==> src/rtl/data_path_pkg.sv <==
// Shared constants and y_select_next encoding for the data path and its control FSM.
package data_path_pkg;

  localparam logic [2:0] S_INIT   = 3'd6;
  localparam logic [3:0] S_PERIOD = 4'd3;

  typedef enum logic [1:0] {
    Y_HOLD = 2'd0,
    Y_INC  = 2'd1,
    Y_DEC  = 2'd2,
    Y_CLR  = 2'd3
  } y_sel_e;

endpackage

==> src/rtl/step_counter.sv <==
// Modulo-S_PERIOD step counter with saturating subtract; carry reports an add crossing the period.
module step_counter
  import data_path_pkg::*;
(
  input  logic       clk,
  input  logic       rst,
  input  logic       en,
  input  logic       zero,
  input  logic       add,
  input  logic [1:0] step,
  output logic [2:0] s,
  output logic       carry
);

  logic [2:0] s_q, s_d;
  logic [3:0] sum, sum_wrapped;
  logic       crossed;

  assign sum         = {1'b0, s_q} + {2'b00, step};
  assign crossed     = (sum >= S_PERIOD);
  assign sum_wrapped = sum - S_PERIOD;
  assign carry       = en & ~zero & add & crossed;
  assign s           = s_q;

  always_comb begin
    s_d = s_q;
    if (en) begin
      if (zero) begin
        s_d = S_INIT;
      end else if (add) begin
        s_d = crossed ? sum_wrapped[2:0] : sum[2:0];
      end else begin
        s_d = (s_q >= {1'b0, step}) ? s_q - {1'b0, step} : 3'd0;
      end
    end
  end

  always_ff @(posedge clk or posedge rst) begin
    if (rst) begin
      s_q <= 3'd0;
    end else begin
      s_q <= s_d;
    end
  end

endmodule

==> src/rtl/data_path.sv <==
// Operand/y/step data path; define DATA_PATH_Y_SAT_EN to saturate y at 0/255 instead of wrapping.
module data_path
  import data_path_pkg::*;
(
  input  logic       clk,
  input  logic       rst,
  input  logic [1:0] regime,
  input  logic [7:0] x_in,
  input  logic       y_en,
  input  logic       y_store_x,
  input  logic [1:0] y_select_next,
  input  logic       s_en,
  input  logic       s_zero,
  input  logic       s_add,
  input  logic [1:0] s_step,
  output logic       y_inc,
  output logic [7:0] y,
  output logic [2:0] s,
  output logic       s_empty,
  output logic       y_ovf
);

  logic [7:0] x_q, y_q, y_d;
  logic       ovf_q, ovf_d;
  logic       active, y_wrap;

  assign active = (regime != 2'd0);

  step_counter u_step_counter (
    .clk   (clk),
    .rst   (rst),
    .en    (s_en & active),
    .zero  (s_zero),
    .add   (s_add),
    .step  (s_step),
    .s     (s),
    .carry (y_inc)
  );

  always_comb begin
    y_d    = y_q;
    y_wrap = 1'b0;
    if (active && y_en) begin
      if (y_store_x) begin
        y_d = x_q;
      end else begin
        case (y_sel_e'(y_select_next))
          Y_INC: begin
            y_wrap = (y_q == 8'hFF);
`ifdef DATA_PATH_Y_SAT_EN
            y_d = y_wrap ? y_q : y_q + 8'd1;
`else
            y_d = y_q + 8'd1;
`endif
          end
          Y_DEC: begin
            y_wrap = (y_q == 8'h00);
`ifdef DATA_PATH_Y_SAT_EN
            y_d = y_wrap ? y_q : y_q - 8'd1;
`else
            y_d = y_q - 8'd1;
`endif
          end
          Y_CLR:   y_d = 8'd0;
          default: y_d = y_q;
        endcase
      end
    end
  end

  // A same-cycle overflow takes precedence over the s_zero clear.
  always_comb begin
    ovf_d = ovf_q;
    if (y_wrap) begin
      ovf_d = 1'b1;
    end else if (active && s_en && s_zero) begin
      ovf_d = 1'b0;
    end
  end

  always_ff @(posedge clk or posedge rst) begin
    if (rst) begin
      x_q   <= 8'd0;
      y_q   <= 8'd0;
      ovf_q <= 1'b0;
    end else begin
      x_q   <= x_in;
      y_q   <= y_d;
      ovf_q <= ovf_d;
    end
  end

  assign y       = y_q;
  assign y_ovf   = ovf_q;
  assign s_empty = (s == 3'd0);

endmodule

==> config.mk <==
export PLATFORM = sky130hd
export DESIGN_NAME = data_path
export DESIGN_NICKNAME = d
export VERILOG_FILES = /design/src/rtl/data_path_pkg.sv /design/src/rtl/step_counter.sv /design/src/rtl/data_path.sv
export SDC_FILE = /design/constraint.sdc
export NUM_CORES = 1
export LEC_CHECK = 0
export ABC_CLOCK_PERIOD_IN_PS = 3600
export CORE_AREA = 2 2 64 66
export DETAILED_ROUTE_END_ITERATION = 7
export DIE_AREA = 0 0 66 68
export GPL_ROUTABILITY_DRIVEN = 0
export PLACE_DENSITY = 0.82
export SYNTH_ARGS = -nofsm -noshare
export SYNTH_HDL_FRONTEND = slang
export SYNTH_SLANG_ARGS = --single-unit
==> constraint.sdc <==
create_clock -name clk -period 3.6 [get_ports clk]
set_input_delay 0.36 -clock clk [delete_from_list [all_inputs] [get_ports clk]]
set_output_delay 0.36 -clock clk [all_outputs]
set_load 0.02 [all_outputs]
==> results.sh <==
export IMPL_setup_viol=0
export IMPL_syn_area_per_cell_um2=9.121
export IMPL_path_common_cell="clkdlybuf4s50_1"
export IMPL_async_flop_share_pct=100.0
export IMPL_drc=0
export IMPL_area_growth_pct=20.01
export IMPL_grtUsageTotal_pct=18.91
export IMPL_finalCriticalPeriod_ns=3.264
export IMPL_peakVddDrop_mv=0.2917
export IMPL_power_uw=973.9
export IMPL_synthSimpleGateAreaFrac_pct=19.79
export IMPL_synth_top_area_share_pct=29.99
export IMPL_netlist_area_um2=1669
export IMPL_die_h_um=68
export IMPL_clkLatencyLatePin_ns=0.26
export IMPL_synth_edf_count=0
export IMPL_yosysUniqueCellTypes=56
export IMPL_cts_setup_buffers=0
export IMPL_outcome="finished, final reports clean"
export IMPL_hp_class="in -> async"
export IMPL_critical_path_top_delay_family="buffers and inverters"
export IMPL_coreArea_um2=3856
export IMPL_ys_seq_area_share_pct=29.99
export IMPL_synthTopCellsByCount="20 x dfrtp_1, 13 x nor2_1, 12 x ha_1, 12 x inv_1, 11 x a21oi_1"
export IMPL_cts_resized=0
export IMPL_synthMuxAreaShare_pct=1.874
export IMPL_tns_ns=0
export IMPL_synthAdderAreaFrac_pct=11.39
export IMPL_syn_inst=183
export IMPL_clk_pin_slew_worst_paths_ns=0.08
export IMPL_ys_seq_elements=20
export IMPL_htree_levels=1
export IMPL_grt_pass1_vias=1443
export IMPL_powerDensity_nw_per_um2=486.2
export IMPL_crit_chain="clkdlybuf4s50_1 -> ha_1 -> inv_1 -> fa_1 -> nor2b_1 -> a31oi_1 -> o21ai_1 -> nor3_1 -> clkdlybuf4s50_1"
export IMPL_synth_xor_area_share_pct=4.123
export IMPL_cts_hold_buf=0
export IMPL_numCtsBuffers=3
export IMPL_max_clock_freq_ghz=0.3064
export IMPL_wl_per_cell_um=14.45
export IMPL_drt_pass1_iterations=4
export IMPL_rsz0062_at_grt="false"
export IMPL_dp_hpwl_mm=2.805
export IMPL_synth_compound_area_share_pct=21.81
export IMPL_yosysTopAreaCell="dfrtp_1"
export IMPL_static_leakage_power_uw=0.0008321
export IMPL_antenna_diode_count=0
export IMPL_worst_slew_pin_slew_ns=0.7219
export IMPL_min_period_over_period_pct=90.66
export IMPL_synth_flop_cell="dfrtp_1"
export IMPL_drv_cap=0
export IMPL_start_kind="primary input"
export IMPL_grt_first_pass_wirelength_mm=6.713
export IMPL_clock_path_buffers=2
export IMPL_antenna_found_initial=0
export IMPL_num_vias=1481
export IMPL_nets=246
export IMPL_path_class="in -> out"
export IMPL_end_kind="output pin"
export IMPL_fin_cells=260
export IMPL_crit_fanout=3
export IMPL_skew_ns=0.008373
export IMPL_postRouteAntennaNets=0
export IMPL_crit_slowest_cell="clkdlybuf4s50_1"
export IMPL_crit_buf_inv=3
export IMPL_grt_overflow=0
export IMPL_synth_top_family_by_area="compound AO/OA/AOI/OAI gates"
export IMPL_die_w_um=66
export IMPL_cp_required_ns=3.24
export IMPL_syn_num_nets=218
export IMPL_vias_per_cell=5.696
export IMPL_cpPeakStageDelay_ns=0.64
export IMPL_port_buffers=34
export IMPL_hold_violations=0
export IMPL_synth_most_common_cell="dfrtp_1"
export IMPL_r2r_start="u_step_counter.s[0]"
export IMPL_cts_sinks=20
export IMPL_grt_max_degree=21
export IMPL_root_buffer="clkbuf_8"
export IMPL_totalWireLength_mm=3.758
export IMPL_rows=23
export IMPL_arrival_ns=2.90
export IMPL_drive_above_1_share_pct=7.619
export IMPL_die_area_um2=4488
export IMPL_synth_area_leaders="dfrtp_1 30%, ha_1 9.0%, bufbuf_16 3.9%, a21oi_1 3.3%, o21ai_0 3.0%"
export IMPL_drtIter0Drc=90
export IMPL_dp_cells=256
export IMPL_cp_startpoint="s_step[0]"
export IMPL_maxSlewHeadroom_pct=51.82
export IMPL_maxSlewViolCount=0
export IMPL_io_pins=35
export IMPL_start_util_pct=43.28
export IMPL_yosysWarnings=0
export IMPL_cts_tree="done"
==> metrics by stage <==
step	setup WS, ns	util [%]	hold WS, ns	instance area (um^2)
floorplan	1.181	-	0.3238	1669
global placement	0.5058	50.52	0.4948	1948
detailed placement	0.3680	50.52	0.5030	1948
CTS	0.3658	51.95	0.5244	2003
global route	0.1683	51.95	0.5371	2003
finish	0.3362	51.95	0.5135	2003
==> cell type report <==
| class | count | area [um^2] |
|---|---|---|
| clock buffer | 4 | 55.05 |
| fill | 350 | 1853 |
| inverter | 12 | 45.04 |
| multi-input combinational | 138 | 984.7 |
| sequential | 20 | 500.5 |
| tap | 50 | 62.56 |
| timing repair buffer | 36 | 355.3 |
==> layout by cell type (no fill, tap or decap), drive strengths merged, types with 3 or more instances in the layout <==
| cell type | n |
|---|---|
| nor3 | 8 |
| nor2 | 13 |
| a21o | 3 |
| dfrtp | 20 |
| xnor2 | 4 |
| a21oi | 11 |
| o21ai | 13 |
| nor4 | 3 |
| ha | 12 |
| clkdlybuf4s50 | 34 |
| clkbuf | 4 |
| and3 | 6 |
| inv | 12 |
| a22oi | 3 |
| nand2b | 3 |
| xor2 | 3 |
| nand2 | 9 |
| nand3 | 5 |
==> cells by family after synthesis <==
kind of cell    after synthesis
buf+inv                      25
simple gates                 60
fa+ha+maj                    14
compound gates               54
flops                        20
mux                           3
xor+xnor                      7
==> metal layers <==
metal,part of all wire (%),track usage (%),vias up,routed length [um]
met2,49,32.45,54,1843
met4,1.4,5.102,0,51
met5,0,0,-,0
li1,-,-,722,-
met3,4.7,1.809,6,176
met1,45,25.69,699,1686
==> where the power goes <==
group	switching, uW	internal [uW]
sequential	85.8	263
clock	71.9	97.3
combinational	234	223
total	391	583
==> flip-flops by register name, indices dropped and copies added (netlist names) <==
| register | flops |
|---|---|
| y_ovf | 1 |
| x_q | 8 |
| y | 8 |
| u_step_counter.s | 3 |
==> final timing paths <==
path / to / slack [ns] / cells after the start
worst max-delay path: y_inc / 0.34 / 9
worst min-delay path: x_q[3] / 0.51 / 2
worst max register to register: u_step_counter.s[0] / 1.22 / 8
worst min register to register: y_ovf / 0.52 / 2
max in group asynchronous: y[1] / 2.63 / 2
min in group clk: y_ovf / 0.52 / 2
No activity file was read; power rests on OpenSTA's default activity.
